### src/rtl/fifo_wr_arbiter_if.sv
// Producer-side valid/ready streams and FIFO write port shared by fifo_wr_arbiter.
// The slave modport is the arbiter's view; the master modport is the producers/FIFO view.
interface fifo_wr_arbiter_if #(
    parameter int unsigned NUM_REQ    = 4,
    parameter int unsigned DATA_WIDTH = 8
);
    localparam int unsigned ID_W = (NUM_REQ > 1) ? $clog2(NUM_REQ) : 1;

    logic [NUM_REQ-1:0]            req_valid;
    logic [NUM_REQ*DATA_WIDTH-1:0] req_data;
    logic [NUM_REQ-1:0]            req_ready;
    logic                          fifo_wr_en;
    logic [DATA_WIDTH-1:0]         fifo_wr_data;
    logic                          fifo_wr_ready;
    logic                          grant_valid;
    logic [ID_W-1:0]               grant_id;

    modport slave (
        input  req_valid, req_data, fifo_wr_ready,
        output req_ready, fifo_wr_en, fifo_wr_data, grant_valid, grant_id
    );

    modport master (
        output req_valid, req_data, fifo_wr_ready,
        input  req_ready, fifo_wr_en, fifo_wr_data, grant_valid, grant_id
    );
endinterface

### src/rtl/fifo_wr_arbiter.sv
// Round-robin arbiter sharing one FIFO write port between NUM_REQ valid/ready producers.
// Define FIFO_ARB_BURST_EN to hold a grant for up to BURST_LEN accepted beats.
module fifo_wr_arbiter #(
    parameter int unsigned NUM_REQ    = 4,
    parameter int unsigned DATA_WIDTH = 8,
    parameter int unsigned BURST_LEN  = 4
) (
    input logic              clk,
    input logic              rst_n,
    fifo_wr_arbiter_if.slave bus
);
    localparam int unsigned ID_W = (NUM_REQ > 1) ? $clog2(NUM_REQ) : 1;

    if (NUM_REQ < 2 || BURST_LEN < 1) begin : g_bad_cfg
        $error("fifo_wr_arbiter: NUM_REQ must be >= 2 and BURST_LEN >= 1");
    end

    typedef enum logic {
        S_IDLE  = 1'b0,
        S_GRANT = 1'b1
    } state_t;

    state_t          r_state, w_state_nxt;
    logic [ID_W-1:0] r_grant_id, w_grant_id_nxt;
    logic [ID_W-1:0] r_last_grant, w_last_grant_nxt;
    logic [ID_W-1:0] w_arb_ptr;
    logic [ID_W-1:0] w_winner;
    logic            w_any_req;
    logic            w_gnt_valid;
    logic            w_accept;
    logic            w_last_beat;
    logic            w_release;

    logic [DATA_WIDTH-1:0] w_data_arr [NUM_REQ];

    for (genvar g = 0; g < NUM_REQ; g++) begin : g_unpack
        assign w_data_arr[g] = bus.req_data[g*DATA_WIDTH +: DATA_WIDTH];
    end

    // Scan ptr+1 .. ptr+NUM_REQ; descending overwrite leaves the nearest requester.
    function automatic logic [ID_W-1:0] rr_pick(input logic [ID_W-1:0] ptr,
                                                input logic [NUM_REQ-1:0] vld);
        logic [ID_W-1:0] win;
        int unsigned     idx;
        win = ptr;
        for (int unsigned k = NUM_REQ; k >= 1; k--) begin
            idx = (32'(ptr) + k) % NUM_REQ;
            if (vld[idx]) win = ID_W'(idx);
        end
        return win;
    endfunction

    assign w_arb_ptr   = (r_state == S_GRANT) ? r_grant_id : r_last_grant;
    assign w_winner    = rr_pick(w_arb_ptr, bus.req_valid);
    assign w_any_req   = |bus.req_valid;
    assign w_gnt_valid = bus.req_valid[r_grant_id];
    assign w_accept    = (r_state == S_GRANT) && w_gnt_valid && bus.fifo_wr_ready;
    assign w_release   = (r_state == S_GRANT) && (!w_gnt_valid || (w_accept && w_last_beat));

`ifdef FIFO_ARB_BURST_EN
    localparam int unsigned CNT_W = $clog2(BURST_LEN + 1);

    logic [CNT_W-1:0] r_beat_cnt, w_beat_cnt_nxt;

    assign w_last_beat = (r_beat_cnt == CNT_W'(BURST_LEN - 1));

    // Counts accepted beats of the current grant; cleared whenever the grant ends.
    always_comb begin
        w_beat_cnt_nxt = r_beat_cnt;
        if (w_release)     w_beat_cnt_nxt = '0;
        else if (w_accept) w_beat_cnt_nxt = r_beat_cnt + CNT_W'(1);
    end

    always_ff @(posedge clk or negedge rst_n) begin
        if (!rst_n) r_beat_cnt <= '0;
        else        r_beat_cnt <= w_beat_cnt_nxt;
    end
`else
    assign w_last_beat = 1'b1;
`endif

    always_ff @(posedge clk or negedge rst_n) begin
        if (!rst_n) begin
            r_state      <= S_IDLE;
            r_grant_id   <= '0;
            r_last_grant <= ID_W'(NUM_REQ - 1);
        end else begin
            r_state      <= w_state_nxt;
            r_grant_id   <= w_grant_id_nxt;
            r_last_grant <= w_last_grant_nxt;
        end
    end

    // Release and re-arbitration share one edge so a pending request sees no bubble.
    always_comb begin
        w_state_nxt      = r_state;
        w_grant_id_nxt   = r_grant_id;
        w_last_grant_nxt = r_last_grant;
        unique case (r_state)
            S_IDLE: begin
                if (w_any_req) begin
                    w_state_nxt    = S_GRANT;
                    w_grant_id_nxt = w_winner;
                end
            end
            S_GRANT: begin
                if (w_release) begin
                    w_last_grant_nxt = r_grant_id;
                    if (w_any_req) w_grant_id_nxt = w_winner;
                    else           w_state_nxt    = S_IDLE;
                end
            end
            default: w_state_nxt = S_IDLE;
        endcase
    end

    // FIFO write port and producer ready follow the grantee combinationally.
    always_comb begin
        bus.req_ready    = '0;
        bus.fifo_wr_en   = 1'b0;
        bus.fifo_wr_data = '0;
        if (r_state == S_GRANT) begin
            bus.fifo_wr_en            = w_gnt_valid;
            bus.fifo_wr_data          = w_data_arr[r_grant_id];
            bus.req_ready[r_grant_id] = w_accept;
        end
    end

    assign bus.grant_valid = (r_state == S_GRANT);
    assign bus.grant_id    = r_grant_id;

endmodule

### src/flat_wrapper.sv
// flat-port wrapper written by rule: the top's interface ports become plain ports
module fifo_wr_arbiter_flat 
#(
    parameter int unsigned NUM_REQ    = 4,
    parameter int unsigned DATA_WIDTH = 8,
    parameter int unsigned BURST_LEN  = 4
)
  (clk, rst_n, bus_req_valid, bus_req_data, bus_fifo_wr_ready, bus_req_ready, bus_fifo_wr_en, bus_fifo_wr_data, bus_grant_valid, bus_grant_id);
  fifo_wr_arbiter_if #(.NUM_REQ(NUM_REQ), .DATA_WIDTH(DATA_WIDTH)) bus_i ();
  input logic clk;
  input logic rst_n;
  input wire logic [$bits(bus_i.req_valid)-1:0] bus_req_valid;
  input wire logic [$bits(bus_i.req_data)-1:0] bus_req_data;
  input wire logic [$bits(bus_i.fifo_wr_ready)-1:0] bus_fifo_wr_ready;
  output wire logic [$bits(bus_i.req_ready)-1:0] bus_req_ready;
  output wire logic [$bits(bus_i.fifo_wr_en)-1:0] bus_fifo_wr_en;
  output wire logic [$bits(bus_i.fifo_wr_data)-1:0] bus_fifo_wr_data;
  output wire logic [$bits(bus_i.grant_valid)-1:0] bus_grant_valid;
  output wire logic [$bits(bus_i.grant_id)-1:0] bus_grant_id;
  assign bus_i.req_valid = bus_req_valid;
  assign bus_i.req_data = bus_req_data;
  assign bus_i.fifo_wr_ready = bus_fifo_wr_ready;
  assign bus_req_ready = bus_i.req_ready;
  assign bus_fifo_wr_en = bus_i.fifo_wr_en;
  assign bus_fifo_wr_data = bus_i.fifo_wr_data;
  assign bus_grant_valid = bus_i.grant_valid;
  assign bus_grant_id = bus_i.grant_id;
  fifo_wr_arbiter #(.NUM_REQ(NUM_REQ), .DATA_WIDTH(DATA_WIDTH), .BURST_LEN(BURST_LEN)) u_core (.clk(clk), .rst_n(rst_n), .bus(bus_i));
endmodule
### config.mk
export PLATFORM = sky130hd
export DESIGN_NAME = fifo_wr_arbiter_flat
export DESIGN_NICKNAME = d
export VERILOG_FILES = /design/src/rtl/fifo_wr_arbiter_if.sv /design/src/rtl/fifo_wr_arbiter.sv /design/src/flat_wrapper.sv
export SDC_FILE = /design/constraint.sdc
export NUM_CORES = 1
export LEC_CHECK = 0
export CAP_MARGIN = 20
export CORE_MARGIN = 2
export CORE_UTILIZATION = 34
export CTS_CLUSTER_SIZE = 24
export DETAILED_ROUTE_END_ITERATION = 8
export GPL_TIMING_DRIVEN = 0
export HOLD_SLACK_MARGIN = 0.03
export PLACE_DENSITY = 0.89
export SYNTH_ARGS = -nofsm -noshare
export SYNTH_HDL_FRONTEND = slang
export SYNTH_SLANG_ARGS = --single-unit
### constraint.sdc
create_clock -name clk -period 5.08 [get_ports clk]
set_clock_uncertainty 0.2 [all_clocks]
set_input_delay 1.016 -clock clk [delete_from_list [all_inputs] [get_ports clk]]
set_output_delay 1.016 -clock clk [all_outputs]
set_load 0.02 [all_outputs]
# --- Yosys cells after proc, flatten, opt, wreduce, memory -nomap -nowiden ---
# Cells that the tools add are included.
op_classes:
  add_sub_neg: 4
  magnitude_cmp: 7
  eq_ne: 1
  mux: 29
  bitwise_logic: 3
  reduce_logical: 8
op_table:
  columns: ["cell", "n"]
  rows:
  - ["2-to-1 mux 8 bit", 3]
  - ["binary-select mux 8 bit (select 2 bit)", 1]
  - ["< comparator 2 x 3 -> 1 bit, second input constant", 5]
  - ["2-to-1 mux 2 bit", 7]
  - ["binary-select mux 1 bit (select 2 bit)", 5]
  - ["2-to-1 mux 1 bit", 9]
  - ["adder 2 x 1 -> 2 bit, second input constant", 2]
  - ["adder 2 bit, second input constant", 2]
  - ["AND 4 bit", 1]
  - ["logical AND 1 bit", 4]
  - ["2-to-1 mux 4 bit", 1]
  - ["case mux 2 bit (2 select lines)", 1]
  - ["OR reduction 4 bit", 1]
  - [">= comparator 3 bit, second input constant", 1]
  - ["inverter 2 -> 3 bit", 1]
  - ["demux 1 bit (select 2 bit)", 1]
  - [">= comparator 2 x 1 -> 1 bit, second input constant", 1]
  - ["inequality test 2 bit, second input constant", 1]
  - ["case mux 1 bit (2 select lines)", 1]
  - ["AND reduction 2 bit", 1]
  - ["zero test 1 bit", 1]
  - ["logical OR 1 bit", 1]
  - ["inverter 1 bit", 1]
word_totals:
  ff_bits: 5
  input_bits: 39
  output_inout_bits: 16
  wordCells: 55

# --- Logic depth before layout (Yosys ltp) ---
logic_depth:
  ltp_word: 11
  mapped_depth: 6
  ltp_nobuf: 4

# --- Worst setup path before layout ---
# No wires, ideal clock.
synth_path:
  kind: "input -> output"
  startpoint: "input bus_fifo_wr_ready"
  endpoint: "output bus_req_ready[0]"
  arrival_time_ns: 1.852
  required_time_ns: 3.864
  path_slack_ns: 2.012
  cell_stages: 2
  n_path_buf: 0
  path_cell_list: "nand2_1 -> nor4b_1"
synth_between:
  elab_chain_len: 3
synth_lines:
  columns: ["element", "line_no", "rtl"]
  rows:
  - ["start: declaration", "flat_wrapper.sv:14", "input wire logic [$bits(bus_i.fifo_wr_ready)-1:0] bus_fifo_wr_ready;"]
  - ["logical AND 1 bit", "fifo_wr_arbiter.sv:57", "assign w_accept = (r_state == S_GRANT) && w_gnt_valid && bus.fifo_wr_ready;"]
  - ["AND 4 bit (no source line)", null, null]
  - ["2-to-1 mux 4 bit", "fifo_wr_arbiter.sv:122", "if (r_state == S_GRANT) begin"]
  - ["end: declaration", "flat_wrapper.sv:15", "output wire logic [$bits(bus_i.req_ready)-1:0] bus_req_ready;"]
# No other way between the ends.

# --- Worst setup path after layout ---
layout_path:
  startpoint: "input bus_req_valid[3]"
  endpoint: "output bus_fifo_wr_en"
layout_between:
  elab_chain_len: 3
layout_lines:
  columns: ["element", "line_no", "rtl"]
  rows:
  - ["start: declaration", "flat_wrapper.sv:12", "input wire logic [$bits(bus_i.req_valid)-1:0] bus_req_valid;"]
  - ["binary-select mux 1 bit (select 2 bit)", "fifo_wr_arbiter.sv:56", "assign w_gnt_valid = bus.req_valid[r_grant_id];"]
  - ["2-to-1 mux 1 bit (implied by the code)", "fifo_wr_arbiter.sv:56", null]
  - ["2-to-1 mux 1 bit", "fifo_wr_arbiter.sv:122", null]
  - ["end: declaration", "flat_wrapper.sv:16", "output wire logic [$bits(bus_i.fifo_wr_en)-1:0] bus_fifo_wr_en;"]
# No other way between the ends. The select of a mux whose other input is x is not followed.

==> results <==
- The hold violation count in the final report was 0.
- CTS built an H-tree with a depth of 1.
- The average wire length per cell after detail routing is 14.89 um.
- For the pin with the worst max-slew slack, the measured transition is 487.6 ps.
- The post-synthesis area per instance is 10.79 sq um.
- The via count of the first global-routing pass was 662.
- The top-level I/O count is 55.
- Setup repair after global routing left no endpoint under its margin.
- The detail route stage leaves a number of antenna-violating nets equal to 0.
- Headroom to the max-slew limit came out at 0.6749.
- The first detailed-routing pass took 6 iterations.
- The maximum vdd drop is 326.2 uV.
- The die outline area is 2235 sq um.
- The setup path with the least slack is of type input pin to primary output.
- The number of buffers inserted for hold repair after clock tree synthesis is 0.
- The worst setup path is launched from an input pin.
- Including well taps, the total number of placed cells is 138.
- The total wire length after detailed routing is 2114 um.
- The worst hold path begins at u_core.r_last_grant[1]$_DFFE_PN1P_.
- The tree is rooted in a clkbuf_4.
- For this configuration, the core starts out at a cell density of 0.3649.
- The analysis attributes to cell leakage a power of 0.4679 nW.
- Once layout is complete, the utilization of the core stands at 0.7075.
- The starting DRC count in detailed routing is 2.
- The beginning of the worst register-to-register path is u_core.bus.grant_id[1]$_DFFE_PN0P_.
- Clock latency on the worst-skew pair, taken at its later pin, is 240 ps.
- Derived from the worst setup path, the maximum achievable clock frequency is 250.3 MHz.
- The repair_antennas step left the layout with diodes totalling 0.
- The number of fill cells is 133.
- The flip-flop and latch count after synthesis is 5.
- The region available for standard cell placement spans 1745 sq um.
- The first global-routing pass estimated 3008 um of wire.
- Power spread over the standard cell area amounts to 458.6 nW/um^2.
- In the final layout, the share of cells above drive strength 1 is 0.1709.
- The capture point of the worst reg-to-reg path is u_core.r_last_grant[0]$_DFFE_PN1P_.
- The smallest clock period supported by the final layout is computed as 3995 ps.
- The layout net count is 157.
- The die is 47.28 um wide.
- The setup slack on the worst flop-to-flop path is 3200 ps.
- The total via count in the routed design is 719.
- The classification of the worst-slack hold path is flop to flop.
- Clock tree synthesis found a total of 5 sinks.
- The wire-length estimate of the detail-placed layout is 1768 um.
- The maximum fanout along the worst path is 6.
- The cell area after synthesis is 636.9 sq um.
- The Yosys step of the flow raised 0 warnings.
- Setup violations remaining at the end of the flow were counted as 0.
- The global placer's final weighted congestion is 0.7436.
- The clock tree from TritonCTS is done.
- For this run, the register share of the synthesized area comes to 0.2004.
- Clock-pin slew was measured on the worst setup and hold paths at 40 ps.
- Global routing finished with a remaining overflow of 0.
- The endpoint kind of the worst setup timing path is a primary output.
- At the worst endpoint, the arrival time is 2780 ps.
- Counting cells, the worst reg-to-reg path comes to 4.
- In the synthesized netlist, the number of instances is 59.
- The post-route setup TNS is 0 ps.
- In the routed design, unresolved DRC markers number 0.
- The vertical extent of the die is 47.28 um.
- The end point of the critical path is bus_fifo_wr_en.
- The quantity of I/O buffers inserted on ports is 54.
- The detailed-route vias per instance is 5.063.
- Tracing the worst setup path back leads to its startpoint at bus_req_valid[3].
- The required time at the worst-slack endpoint is 3860 ps.
- After synthesis, the netlist uses 28 different library cells.
- The final period utilization is 0.7864.
- The total CTS buffers is 3.
- The number of placement rows is 15.
- The total routing usage reported by global routing is 0.1923.
- The net count after synthesis is 98.
- The final count of pins violating max slew is 0.
- The max-cap violation count is 0.
- The run finished with clean final reports.
- The post-cts resize count is 0.
- Once the clock tree was built, the setup fixing pass inserted 0 buffers.
- The initial antenna violation count is 0.
- From synthesis to final layout, the design area changed by 93.91%.
- The maximum root-to-sink buffer count is 2.
- Excluding fillers, the count of instances in the completed layout stands at 142.
- The largest net degree at the start of global routing is 11.
layout by cell type, fill, tap and decap left out, types with 2 or more instances in the layout:
cell,instances
clkdlybuf4s50_1,54
mux2i_1,4
inv_1,2
nor3_1,2
nand2_1,3
clkbuf_1,4
clkbuf_4,3
mux2_1,2
mux4_2,9
a21oi_1,2
dfrtp_1,3
dfstp_2,2
nor2_1,2
and2_1,9
how the worst min path moves through the flow:
stage	end	cells after the start	slack, ps
finish	u_core.r_last_grant[1]$_DFFE_PN1P_	1	440
global route	u_core.r_last_grant[1]$_DFFE_PN1P_	1	460
CTS	u_core.r_last_grant[1]$_DFFE_PN1P_	1	440
detailed placement	u_core.r_last_grant[1]$_DFFE_PN1P_	1	440
global placement	u_core.r_last_grant[1]$_DFFE_PN1P_	1	430
floorplan	u_core.r_last_grant[1]$_DFFE_PN1P_	1	420
cell families (layout without fill, tap and decap cells):
kind of cell    count (synthesis)  count (layout)  share of synthesized area
compound gates                  9               9                     0.1120
buf+inv                         8              66                    0.06680
flops                           5               5                     0.2004
mux                            16              16                     0.4342
simple gates                   21              21                     0.1866
cell usage after synthesis, drive strengths merged:
cell type / number / area, sq um
clkbuf: 3 / 11.26
and2: 9 / 56.30
inv: 2 / 7.510
nor2b: 1 / 6.260
mux2i: 4 / 40.04
nor2: 2 / 7.510
o2bb2ai: 1 / 8.760
a31o: 1 / 8.760
a21o: 1 / 7.510
a21oi: 3 / 18.77
nand2: 3 / 11.26
nor3b: 1 / 7.510
nand3: 1 / 5.000
dfstp: 2 / 52.55
buf: 3 / 23.77
mux2: 3 / 33.78
nor3: 2 / 10.01
a211oi: 2 / 20.02
dfrtp: 3 / 75.07
nor4b: 1 / 8.760
nor4: 1 / 6.260
a21boi: 1 / 7.510
mux4: 9 / 202.7
worst max-delay path: stages:
cell	delay [ps]
clkdlybuf4s50_1	500
mux4_2	540
and2_1	180
clkdlybuf4s50_1	540
through the flow:
step | power (W) | hold slack, ps | area [sq um] | setup WS (ps)
2_1_floorplan | 0.0003596 | 424.4 | 636.9 | 2012
3_3_place_gp | 0.0005153 | 433.6 | 1209 | 1118
3_5_place_dp | 0.0005290 | 437.9 | 1209 | 1085
4_1_cts | 0.0005751 | 444.0 | 1235 | 1083
5_1_grt | 0.0006090 | 455.6 | 1235 | 1035
6_report | 0.0005664 | 442.7 | 1235 | 1085
flip-flops by register name, summed over array words and instances (netlist names):
name / flops
u_core.bus.grant_id: 2
u_core.bus.grant_valid: 1
u_core.r_last_grant: 2
area by class of cell:
type / count / area, sq um / share of cell area
tap: 25 / 31.28 / 0.02533
inverter: 2 / 7.507 / 0.006079
buffer: 6 / 35.03 / 0.02837
sequential: 5 / 127.6 / 0.1033
clock buffer: 4 / 26.28 / 0.02128
multi-input combinational: 46 / 466.7 / 0.3779
timing repair buffer: 54 / 540.5 / 0.4377
layer usage:
metal / GRT usage / share of wire / vias up / routed length (um)
met5: 0 / 0 / - / 0
met4: 0.03333 / 0 / 0 / 0
met3: 0.06154 / 0.13 / 0 / 265
met2: 0.3324 / 0.47 / 39 / 1001
met1: 0.2363 / 0.40 / 338 / 847
li1: - / - / 342 / -
power by group:
part | switching [W] | internal (W) | total, W | leakage, nW
clock network | 0.0000145 | 0.0000296 | 0.0000441 | 0.0150
registers | 0.00000990 | 0.0000629 | 0.0000727 | 0.0532
logic | 0.000200 | 0.000250 | 0.000450 | 0.400
No activity file was read; power rests on OpenSTA's default activity.
==> RTL change 1: new RTL, config.mk and constraints unchanged <==
Add a define of `FIFO_ARB_BURST_EN`.
--- a/src/rtl/fifo_wr_arbiter.sv
+++ b/src/rtl/fifo_wr_arbiter.sv
@@ -1,5 +1,7 @@
 // Round-robin arbiter sharing one FIFO write port between NUM_REQ valid/ready producers.
 // Define FIFO_ARB_BURST_EN to hold a grant for up to BURST_LEN accepted beats.
+`define FIFO_ARB_BURST_EN
+
 module fifo_wr_arbiter #(
     parameter int unsigned NUM_REQ    = 4,
     parameter int unsigned DATA_WIDTH = 8,
Formal check against the unedited RTL: not equivalent (a bounded check fails within 4 cycles, from zero or initial values and one cycle with rst_n low).
==> RTL change 1 against the original RTL <==
- power increased by 19%
- sequential cell count increased by 3
- worst setup slack got worse by 0.41 ns
- wire length increased by 9.7%
- die area increased by 27%
- area after synthesis increased by 29%
- register-to-register slack got worse by 0.10 ns
- final area increased by 15%
- critical path type unchanged
- critical endpoint is now bus_req_ready[3]
- largest cell class is now multi-input combinational cells
- largest power group unchanged
- highest routed layer is now met4
==> RTL change 1: results (changes against the original RTL) <==
.. list-table::
   :header-rows: 1

   * - Metric
     - Value
   * - CTS-repair resized insts
     - 0 (unchanged)
   * - Initial antenna violation count
     - 0 (unchanged)
   * - Count of synthesis-stage warnings from yosys
     - 0 (unchanged)
   * - Worst-path fanout max
     - 7 (+1)
   * - Total global-route track usage
     - 17.11% (-2.1 points)
   * - Count of nets after finishing
     - 176 (+12%)
   * - Largest register by flop count
     - u_core.r_beat_cnt
   * - Detailed-routing iteration count for the pre-antenna-repair pass
     - 4 (-2)
   * - Cell at the root of the clock tree
     - clkbuf_4
   * - Fraction of final layout cells with drive strength greater than 1
     - 14.18% (-2.9 points)
   * - Total Routed Length
     - 2319 um (+9.7%)
   * - Most used flip-flop cell after synthesis
     - dfrtp_1
   * - Share of flip-flops with an asynchronous set or reset
     - 100.0% (unchanged)
   * - Pin count of the biggest net entering global routing
     - 11 (unchanged)
   * - Main area contributors after synthesis
     - dfrtp_1, mux4_2, mux4_1, and2_1, dfstp_2
   * - Post-CTS setup repair buffer count
     - 0 (unchanged)
   * - Run status
     - finished, final reports clean
   * - TritonCTS buffer count
     - 3 (unchanged)
   * - Slew at the pin closest to its max-slew limit
     - 0.5114 ns (+0.02379 ns)
   * - Wire length of the first global-routing pass
     - 3567 um (+19%)
   * - Internal
     - 0.4000 mW (+17%)
   * - Number of fillers in the final layout
     - 182 (+37%)
   * - Static leakage
     - 0.5645 nW (+21%)
   * - Syn Nets
     - 117 (+19%)
   * - Worst min-delay path class
     - reg2reg
   * - Share of the yosys chip area belonging to registers
     - 24.62% (+4.6 points)
   * - Number of H-tree branching levels
     - 1 (unchanged)
   * - Worst voltage drop across the vdd grid
     - 0.0003732 V (+14%)
   * - Antenna Cells
     - 0 (unchanged)
   * - Vias
     - 845 (+18%)
   * - Number of different library cells in the post-synthesis netlist
     - 28 (unchanged)
   * - DR iter-0 viols
     - 5 (+3)
   * - Largest register FFs
     - 3
   * - Number of buffers on the longest clock path
     - 2 (unchanged)
   * - Half-perimeter wire length after detailed placement
     - 1917 um (+8.5%)
   * - Total of buffers placed on input and output ports
     - 54 (unchanged)
   * - Crit path arrival time
     - 3.19 ns (+0.41 ns)
   * - Clock latency on the worst-skew pair
     - 0.26 ns (+0.02 ns)
   * - Pre-CTS setup slack
     - 0.6866 ns (-0.3986 ns)
   * - Ranking of synthesized cells by instance count
     - and2_1, dfrtp_1, nor2_1, mux4_2
   * - Clock transition at the register clock pins on the worst setup and hold paths after CTS
     - 0.05 ns
   * - Final GP Congestion
     - 0.6889 (-7.4%)
   * - Number of global-route vias before repair
     - 823 (+24%)
RTL change 1: worst paths after layout:
kind	endpoint	slack, ns	cells past startpoint	from
min in group asynchronous	u_core.r_beat_cnt[1]$_DFFE_PN0P_	0.83	1	rst_n
worst min register to register	u_core.r_beat_cnt[1]$_DFFE_PN0P_	0.34	2	u_core.r_beat_cnt[1]$_DFFE_PN0P_
max in group asynchronous	u_core.r_last_grant[1]$_DFFE_PN1P_	3.54	1	rst_n
worst max-delay path	bus_req_ready[3]	0.68	6	bus_req_valid[2]
worst min-delay path	u_core.r_beat_cnt[1]$_DFFE_PN0P_	0.34	2	u_core.r_beat_cnt[1]$_DFFE_PN0P_
worst max register to register	u_core.r_beat_cnt[0]$_DFFE_PN0P_	3.10	6	u_core.bus.grant_id[1]$_DFFE_PN0P_
RTL change 1: per-stage QoR:
step	instances	instance area [um^2]
after global placement	158	1399
after global routing	162	1425
after detailed placement	158	1399
final	162	1425
after CTS	162	1425
after floorplan	76	823.3
RTL change 1: power by group through the flow:
| stage | clock [mW] | sequential (mW) | combinational [mW] |
|---|---|---|---|
| floorplan | 0 | 0.121 | 0.323 |
| global placement | 0 | 0.114 | 0.497 |
| detailed placement | 0 | 0.115 | 0.510 |
| CTS | 0.0539 | 0.115 | 0.510 |
| global route | 0.0598 | 0.120 | 0.548 |
| finish | 0.0526 | 0.116 | 0.506 |
RTL change 1: logic make-up (layout without fill, tap and decap cells):
kind of cell | after synthesis | in the layout | synth area share, %
AO/OA/AOI/OAI | 12 | 12 | 12.16
XOR/XNOR | 1 | 1 | 1.064
flip-flops | 8 | 8 | 24.62
adder cells (fa/ha/maj) | 2 | 2 | 3.039
multiplexers | 16 | 16 | 35.56
AND/OR/NAND/NOR | 28 | 28 | 18.24
buffers and inverters | 9 | 67 | 5.319
RTL change 1: critical path, cell delays in order:
cell             delay [ns]
clkdlybuf4s50_1        0.52
mux4_2                 0.58
and3_1                 0.21
buf_2                  0.15
and3_1                 0.18
clkdlybuf4s50_1        0.53
RTL change 1: routing by layer:
layer	global-route usage [%]	vias to the layer above	routed length [um]
li1	-	411	-
met1	17.64	382	888
met2	31.89	48	1052
met3	5.650	4	336
met4	5.556	0	42
met5	0	-	0
RTL change 1: area by class of cell:
type	instances	share of cell area [%]
buffer	7	2.546
clock buffer	4	1.844
inverter	2	0.5268
multi-input combinational	59	40.47
sequential	8	14.22
tap	28	2.458
timing repair buffer	54	37.93
==> RTL change 2: new RTL, config.mk and constraints unchanged <==
Without the edit above. `DATA_WIDTH` is set to 8 in 3 places; all go to 6.
--- a/src/rtl/fifo_wr_arbiter_if.sv
+++ b/src/rtl/fifo_wr_arbiter_if.sv
@@ -2,7 +2,7 @@
 // The slave modport is the arbiter's view; the master modport is the producers/FIFO view.
 interface fifo_wr_arbiter_if #(
     parameter int unsigned NUM_REQ    = 4,
-    parameter int unsigned DATA_WIDTH = 8
+    parameter int unsigned DATA_WIDTH = 6
 );
     localparam int unsigned ID_W = (NUM_REQ > 1) ? $clog2(NUM_REQ) : 1;
 
--- a/src/rtl/fifo_wr_arbiter.sv
+++ b/src/rtl/fifo_wr_arbiter.sv
@@ -2,7 +2,7 @@
 // Define FIFO_ARB_BURST_EN to hold a grant for up to BURST_LEN accepted beats.
 module fifo_wr_arbiter #(
     parameter int unsigned NUM_REQ    = 4,
-    parameter int unsigned DATA_WIDTH = 8,
+    parameter int unsigned DATA_WIDTH = 6,
     parameter int unsigned BURST_LEN  = 4
 ) (
     input logic              clk,
--- a/src/flat_wrapper.sv
+++ b/src/flat_wrapper.sv
@@ -2,7 +2,7 @@
 module fifo_wr_arbiter_flat 
 #(
     parameter int unsigned NUM_REQ    = 4,
-    parameter int unsigned DATA_WIDTH = 8,
+    parameter int unsigned DATA_WIDTH = 6,
     parameter int unsigned BURST_LEN  = 4
 )
   (clk, rst_n, bus_req_valid, bus_req_data, bus_fifo_wr_ready, bus_req_ready, bus_fifo_wr_en, bus_fifo_wr_data, bus_grant_valid, bus_grant_id);
Interface: changed (resized bus_fifo_wr_data and bus_req_data); port bits go from 55 to 45. No check against the original RTL was run, so the function may have changed too.
==> RTL change 2 against the original RTL <==
- final area decreased by 15%
- power decreased by 15%
- wire length decreased by 26%
- hold slack got worse by 0.026 ns
- worst setup slack got worse by 0.040 ns
- area after synthesis decreased by 12%
- sequential cell count unchanged
- synthesized cell count decreased by 10%
- largest cell class unchanged
- highest routed layer is now met4
==> RTL change 2: results (changes against the original RTL) <==
.. list-table::
   :header-rows: 1

   * - Metric
     - Value
   * - Slew at the pin closest to its max-slew limit
     - 0.6845 ns (+0.1969 ns)
   * - Syn Nets
     - 84 (-14%)
   * - Detailed-route vias per instance
     - 5.265 (+4.0%)
   * - Psw
     - 0.1903 mW (-15%)
   * - Fraction of the mapped netlist area in compound gates
     - 15.21% (+4.0 points)
   * - Adder and majority gate portion of the synthesized area
     - 0% (unchanged)
   * - Total Routed Length
     - 1560 um (-26%)
   * - Delay contributed by the slowest stage of the critical path
     - 0.57 ns (+0.03 ns)
   * - Detailed-routing iteration count for the pre-antenna-repair pass
     - 3 (-3)
   * - Final GP Congestion
     - 0.7141 (-4.0%)
   * - Number of fillers in the final layout
     - 119 (-11%)
   * - Count of nets after finishing
     - 133 (-15%)
   * - M1 wire length
     - 560 um (-34%)
   * - Setup slack, reg-to-reg
     - 3.24 ns (+0.04 ns)
   * - DR iter-0 viols
     - 3 (+1)
   * - Half-perimeter wire length after detailed placement
     - 1320 um (-25%)
   * - Multiplexer share of the synthesized area
     - 36.02% (-7.4 points)
   * - Wire length of the first global-routing pass
     - 2566 um (-15%)
   * - Ranking of synthesized cells by instance count
     - and2_1, mux4_2, nand2_1, nor2_1
   * - Worst-path fanout max
     - 7 (+1)
   * - Total congestion overflow after global routing
     - 0 (unchanged)
   * - Routed length on met3
     - 157 um (-41%)
   * - Worst voltage drop across the vdd grid
     - 0.0002970 V (-8.9%)
   * - Top routing layer used
     - met4
   * - Share of the yosys chip area belonging to registers
     - 22.82% (+2.8 points)
   * - Crit path arrival time
     - 2.82 ns (+0.04 ns)
   * - Smallest setup slack after layout
     - 1.045 ns (-0.03975 ns)
   * - Run status
     - finished, final reports clean
   * - Met3 GRT Util
     - 4.898% (-1.3 points)
   * - Number of global-route vias before repair
     - 626 (-5.4%)
   * - Number of different library cells in the post-synthesis netlist
     - 26 (-7.1%)
   * - GR Layer Usage met1
     - 18.21% (-5.4 points)
   * - Total of buffers placed on input and output ports
     - 44 (-19%)
   * - Total global-route track usage
     - 17.20% (-2.0 points)
   * - Main area contributors after synthesis
     - mux4_2, dfrtp_1, dfstp_2, and2_1, mux2_2
   * - Fraction of final layout cells with drive strength greater than 1
     - 19.80% (+2.7 points)
   * - GR Layer Usage met2
     - 32.17% (-1.1 points)
   * - Static leakage
     - 0.3892 nW (-17%)
[RTL change 2: cells by family (layout without fill, tap and decap cells)]
group	after synthesis	count (layout)
simple gates	22	22
compound gates	9	9
mux	11	11
flops	5	5
buf+inv	6	54
[RTL change 2: final cells by class]
| class | instances | area, um^2 | area share [%] |
|---|---|---|---|
| buffer | 4 | 21.27 | 2.033 |
| clock buffer | 4 | 26.28 | 2.512 |
| inverter | 2 | 7.507 | 0.7177 |
| multi-input combinational | 42 | 402.9 | 38.52 |
| sequential | 5 | 127.6 | 12.20 |
| tap | 16 | 20.02 | 1.914 |
| timing repair buffer | 44 | 440.4 | 42.11 |
[RTL change 2: path summary, 6_finish.rpt]
path | endpoint | cells after the start
hold / removal | u_core.r_last_grant[1]$_DFFE_PN1P_ | 1
setup / recovery | bus_fifo_wr_en | 4
setup reg to reg | u_core.r_last_grant[0]$_DFFE_PN1P_ | 3
min in group asynchronous | u_core.bus.grant_id[0]$_DFFE_PN0P_ | 1
max in group asynchronous | u_core.r_last_grant[0]$_DFFE_PN1P_ | 1
hold reg to reg | u_core.r_last_grant[1]$_DFFE_PN1P_ | 1
[RTL change 2: metrics by stage]
step	hold WS (ns)	std cells	util [%]	instance area [um^2]
floorplan	0.4003	53	-	559.3
global placement	0.4082	113	66.91	1020
detailed placement	0.4114	113	66.91	1020
CTS	0.4178	117	68.64	1046
global route	0.4352	117	68.64	1046
finish	0.4168	117	68.64	1046
[RTL change 2: power by group through the flow]
stage / sequential, mW / clock [mW] / combinational, mW
floorplan: 0.0835 / 0 / 0.223
global placement: 0.0753 / 0 / 0.360
detailed placement: 0.0751 / 0 / 0.368
CTS: 0.0745 / 0.0467 / 0.368
global route: 0.0776 / 0.0485 / 0.389
finish: 0.0741 / 0.0450 / 0.364
